`config.mk`:
```
export PLATFORM = sky130hd
export DESIGN_NAME = mux_numero_scan_flat
export DESIGN_NICKNAME = d
export VERILOG_FILES = /design/src/rtl/mux_numero_scan_if.sv /design/src/rtl/mux_numero_scan.sv /design/src/flat_wrapper.sv
export SDC_FILE = /design/constraint.sdc
export NUM_CORES = 1
export LEC_CHECK = 0
export ABC_AREA = 1
export CAP_MARGIN = 40
export CORE_ASPECT_RATIO = 0.5
export CORE_MARGIN = 8
export CORE_UTILIZATION = 55
export CTS_CLUSTER_DIAMETER = 120
export DETAILED_ROUTE_END_ITERATION = 8
export PLACE_DENSITY = 0.92
export SYNTH_ARGS = -nofsm -noshare
export SYNTH_HDL_FRONTEND = slang
export SYNTH_SLANG_ARGS = --single-unit
export TNS_END_PERCENT = 1
```
`constraint.sdc`:
```
create_clock -name clk -period 2.95 [get_ports clk]
set_clock_uncertainty 0.1 [all_clocks]
set_input_delay 0.885 -clock clk [delete_from_list [all_inputs] [get_ports clk]]
set_output_delay 0.885 -clock clk [all_outputs]
set_load 0.05 [all_outputs]
```
`src/rtl/mux_numero_scan_if.sv`:
```
// mux_numero_scan_if: selector bus (channel values, select/mode controls, display outputs); ch_mask exists only with MUXNUM_MASK_EN
interface mux_numero_scan_if #(
    parameter int WIDTH = 10,
    parameter int NCH   = 4,
    parameter int SELW  = 2
);
    logic [NCH*WIDTH-1:0] numeros;
    logic [SELW-1:0]      sel;
    logic                 auto_en;
    logic                 hold;
`ifdef MUXNUM_MASK_EN
    logic [NCH-1:0]       ch_mask;
`endif
    logic [WIDTH-1:0]     numero;
    logic [SELW-1:0]      canal;
    logic                 numero_upd;
`ifdef MUXNUM_MASK_EN
    modport master (output numeros, sel, auto_en, hold, ch_mask, input numero, canal, numero_upd);
    modport slave  (input numeros, sel, auto_en, hold, ch_mask, output numero, canal, numero_upd);
`else
    modport master (output numeros, sel, auto_en, hold, input numero, canal, numero_upd);
    modport slave  (input numeros, sel, auto_en, hold, output numero, canal, numero_upd);
`endif
endinterface

```
`src/rtl/mux_numero_scan.sv`:
```
// mux_numero_scan: registered N-channel numero selector, manual select or timed auto-scan; MUXNUM_MASK_EN adds a per-channel scan mask
module mux_numero_scan #(
    parameter int WIDTH = 10,
    parameter int NCH   = 4,
    parameter int SELW  = 2,
    parameter int DWELL = 50000000,
    parameter int CNTW  = 26
) (
    input logic clk,
    input logic rst_n,
    mux_numero_scan_if.slave bus
);
    typedef enum logic {MANUAL, AUTO} state_t;

    state_t           state;
    logic [CNTW-1:0]  cnt, cnt_next;
    logic [SELW-1:0]  canal, canal_next, sel_c, step_ch;
    logic [WIDTH-1:0] numero;
    logic             upd, step, in_auto;
    logic [WIDTH-1:0] chan [NCH];

    for (genvar k = 0; k < NCH; k++) begin : g_chan
        assign chan[k] = bus.numeros[k*WIDTH +: WIDTH];
    end

    // wrap by explicit compare so non-power-of-two NCH never overflows into unused indices
    function automatic logic [SELW-1:0] inc(input logic [SELW-1:0] c);
        return (c >= SELW'(NCH-1)) ? '0 : c + 1'b1;
    endfunction

`ifdef MUXNUM_MASK_EN
    logic [SELW-1:0] cand;
    logic            found;
    always_comb begin
        step_ch = canal;
        cand    = canal;
        found   = 1'b0;
        for (int i = 1; i < NCH; i++) begin
            cand = inc(cand);
            if (!found && bus.ch_mask[cand]) begin
                step_ch = cand;
                found   = 1'b1;
            end
        end
    end
`else
    always_comb step_ch = inc(canal);
`endif

    always_comb begin
        in_auto    = bus.auto_en && state == AUTO;
        step       = in_auto && cnt == CNTW'(DWELL-1);
        sel_c      = (bus.sel > SELW'(NCH-1)) ? SELW'(NCH-1) : bus.sel;
        cnt_next   = (!in_auto || step) ? '0 : cnt + 1'b1;
        canal_next = !bus.auto_en ? sel_c : step ? step_ch : canal;
    end

    always_ff @(posedge clk) begin
        if (!rst_n) begin
            state  <= MANUAL;
            cnt    <= '0;
            canal  <= '0;
            numero <= '0;
            upd    <= 1'b0;
        end else begin
            state <= bus.auto_en ? AUTO : MANUAL;
            upd   <= 1'b0;
            if (bus.hold) begin
                if (bus.auto_en && state == MANUAL)
                    cnt <= '0;
            end else begin
                cnt    <= cnt_next;
                canal  <= canal_next;
                numero <= chan[canal_next];
                upd    <= canal_next != canal;
            end
        end
    end

    assign bus.numero     = numero;
    assign bus.canal      = canal;
    assign bus.numero_upd = upd;
endmodule

```
`src/flat_wrapper.sv`:
```
// flat-port wrapper written by rule: the top's interface ports become plain ports
module mux_numero_scan_flat 
#(
    parameter int WIDTH = 10,
    parameter int NCH   = 4,
    parameter int SELW  = 2,
    parameter int DWELL = 50000000,
    parameter int CNTW  = 26
)
  (clk, rst_n, bus_numeros, bus_sel, bus_auto_en, bus_hold, bus_numero, bus_canal, bus_numero_upd);
  mux_numero_scan_if #(.WIDTH(WIDTH), .NCH(NCH), .SELW(SELW)) bus_i ();
  input logic clk;
  input logic rst_n;
  input wire logic [$bits(bus_i.numeros)-1:0] bus_numeros;
  input wire logic [$bits(bus_i.sel)-1:0] bus_sel;
  input wire logic [$bits(bus_i.auto_en)-1:0] bus_auto_en;
  input wire logic [$bits(bus_i.hold)-1:0] bus_hold;
  output wire logic [$bits(bus_i.numero)-1:0] bus_numero;
  output wire logic [$bits(bus_i.canal)-1:0] bus_canal;
  output wire logic [$bits(bus_i.numero_upd)-1:0] bus_numero_upd;
  assign bus_i.numeros = bus_numeros;
  assign bus_i.sel = bus_sel;
  assign bus_i.auto_en = bus_auto_en;
  assign bus_i.hold = bus_hold;
  assign bus_numero = bus_i.numero;
  assign bus_canal = bus_i.canal;
  assign bus_numero_upd = bus_i.numero_upd;
  mux_numero_scan #(.WIDTH(WIDTH), .NCH(NCH), .SELW(SELW), .DWELL(DWELL), .CNTW(CNTW)) u_core (.clk(clk), .rst_n(rst_n), .bus(bus_i));
endmodule
```
==> results.cfg <==
[power_and_ir_drop]
power_density_mw_per_mm2 = 368.4
pwr-share-clk_pct = 31.1
power_switching_mw = 0.3812
seqPwrFrac_pct = 45.2
p_int_mw = 0.8740
swShare_pct = 30.37
p_leak_nw = 1.465
power_frac_comb_pct = 23.7
vdd_drop_max_mv = 0.2417

[clocking]
path_clk_slew_ns = 0.08
clock-sinks = 40
cts_made_buffers = 5
cts_tree = yes
cts_buffer_depth = 2
cts_resized = 0
cts_hold_buf = 0
root_buffer = clkbuf_8
worstSkewPairLatency_ns = 0.30
cts_max_level = 2
post_cts_buffers = 0

[setup_path]
worstReg2RegStart = u_core.cnt[0]
r2r-end = u_core.bus.numero[6]
worstPathRequired_ns = 1.97
start_kind = flip-flop
max_stage_delay_ns = 0.84
crit_cells = 1
cp_slowest_cell = clkdlybuf4s50_1
rrSetupSlack_ns = 0.72
crit_fanout = 6
path_cells = clkdlybuf4s50_1
critPathLaunch = u_core.bus.canal[0]
cp_top_family = buffers and inverters
crit_arrival_ns = 1.58
critPathKind = reg2out
critPathCapture = bus_canal[0]
rr_worst_depth = 14
crit_path_end_kind = output pin
crit_buf_inv = 1

[job]
max_cap_viol_count = 0

[logic_synthesis]
synthSimpleGateAreaFrac_pct = 42.22
synthXorXnorAreaFrac_pct = 1.670
syn-cell-area_sq_mm = 0.002623
synth_top_family_by_area = simple AND/OR/NAND/NOR gates
ys_seq_elements = 40
synth_top_area_share_pct = 30.53
synth_cells = 419
netlist_top_cells_area = dfxtp_1 (31%), nand2_1 (17%), inv_1 (9.2%), nand3_1 (6.5%), nor2_1 (5.2%)
synthFlopType = dfxtp_1
ys_seq_area_share_pct = 30.53
yosys.area.top_type = dfxtp_1
ys_types = 35
synth_edf_count = 0
avgSynthCellArea_sq_um = 6.259
synth_compound_area_share_pct = 12.40
muxShareOfSynthArea_pct = 0
syn_nets = 467
synth-warning-count = 0
postSynth.asyncResetShare_pct = 0
synth_adder_area_share_pct = 0.9542

[detailed_routing]
drt-wirelength-per-cell_um = 12.56
viasPerCell = 5.295
vias = 2907
antenna_left = 0
first_pass_iters = 5
drc = 0
drtIter0Drc = 222
wirelength_um = 6894

[placement]
place_inst = 541
pre_cts_ws_ns = 0.1164
io_buffers = 58
placed_cell_area_sq_mm = 0.003314
dp_hpwl_um = 5232
place.gp.congestion = 0.8953

[sta]
hold_violations = 0
fin_ws_ns = 0.3844
finalSetupViolations = 0
slew_headroom_pct = 64.75
rsz0062_at_grt = no
fmaxAchievable_mhz = 389.8
fin_crit_sh_pct = 86.97
drv_slew = 0
min_period_ns = 2.566
setup_tns_ns = 0
worst_pin_slew_ns = 0.5271

[global_routing]
grt_pass1_vias = 2691
grt_max_degree = 24
grt_overflow_total = 0
grt_use_total_pct = 19.31
antenna_found_initial = 0
grt_pass1_wl_um = 11840

[layout]
syn_to_final_growth_pct = 29.91
fin_cells = 549
final_nets = 530
diodes = 0
final_design_area_no_fill_sq_mm = 0.003407
post-route-util_pct = 75.91
drive_gt1_share_pct = 8.489

[floorplan]
row_count = 17
die_y_um = 64.83
start_util_pct = 58.43
core_area_sq_mm = 0.004488
fp.dieW_um = 113.7
io_pins = 59
die_area_sq_mm = 0.007368

[outcome]
status = complete, no violations

[hold_path]
hold_class = reg2reg
-- cell families after synthesis --
kind of cell,count (synthesis)
DFF,40
and+or+nand+nor,237
adders and majority gates,2
xor gates and xnor gates,5
buffers and inverters,81
AOI/OAI and AO/OA,54
-- metrics by stage --
step,power (mW),hold slack [ns]
global route,1.311,0.4064
finish,1.255,0.3852
global placement,0.8717,0.3640
floorplan,0.7512,0.3466
CTS,1.257,0.3852
detailed placement,0.8746,0.3711
-- how the worst min path moves through the flow --
stage / start / to / slack, ns / depth (start not counted)
2_1_floorplan: u_core.cnt[12] / u_core.cnt[12] / 0.35 / 1
3_3_place_gp: u_core.cnt[12] / u_core.cnt[12] / 0.36 / 1
3_5_place_dp: u_core.cnt[12] / u_core.cnt[12] / 0.37 / 1
4_1_cts: u_core.cnt[24] / u_core.cnt[24] / 0.39 / 2
5_1_grt: u_core.cnt[3] / u_core.cnt[3] / 0.41 / 2
6_report: u_core.cnt[21] / u_core.cnt[21] / 0.39 / 2
-- final cells by class --
cell class / instances / area, sq um
Tap cell: 66 / 82.58
Inverter: 65 / 244.0
Timing Repair Buffer: 72 / 685.7
Clock inverter: 2 / 10.01
Clock buffer: 6 / 82.58
Fill cell: 332 / 1081
Multi-Input combinational cell: 298 / 1501
Sequential cell: 40 / 800.8
-- layout by cell type (no fill, tap or decap), types with 2 or more instances in the layout --
cell / n
a21oi_1: 22
dfxtp_1: 40
clkdlybuf4s50_1: 58
nor2_2: 3
or2_0: 2
nand3_2: 4
inv_1: 64
buf_4: 14
nand2_1: 120
clkinv_2: 2
o21ai_0: 13
a211oi_1: 3
nor2_1: 36
xor2_1: 4
ha_1: 2
o211ai_1: 8
nor2_4: 3
nor3_1: 4
or2_2: 6
nand3_1: 34
clkbuf_8: 6
nand4_1: 20
a221oi_1: 4
-- power groups by stage --
stage                     clock network [mW]  logic (mW)  registers (mW)
after floorplan                            0       0.119           0.633
after global placement                     0       0.293           0.579
after detailed placement                   0       0.295           0.579
after CTS                              0.393       0.297           0.567
after global routing                   0.421       0.321           0.569
final                                  0.391       0.298           0.567
-- metal layers --
| layer | track usage (%) | vias up | routed length, um |
|---|---|---|---|
| met5 | 0 | - | 0 |
| met4 | 6.250 | 0 | 91 |
| met3 | 7.110 | 11 | 603 |
| met2 | 30.97 | 123 | 3186 |
| met1 | 23.67 | 1297 | 3012 |
| li1 | - | 1476 | - |
-- cells in the mapped netlist (2+ instances only) --
master	n
a211oi_1	3
a21oi_1	22
a221oi_1	4
buf_2	4
clkbuf_1	9
dfxtp_1	40
ha_1	2
inv_1	64
nand2_1	120
nand3_1	34
nand3_2	4
nand4_1	20
nor2_1	36
nor2_2	3
nor2_4	3
nor3_1	4
o211ai_1	8
o21ai_0	13
or2_0	2
or2_2	6
xor2_1	4
-- registers in the layout (all words and copies together), names as in the netlist --
signal                 cells
u_core.state               1
u_core.bus.numero_upd      1
u_core.bus.canal           2
u_core.cnt                26
u_core.bus.numero         10
(Power assumes the default switching activity.)
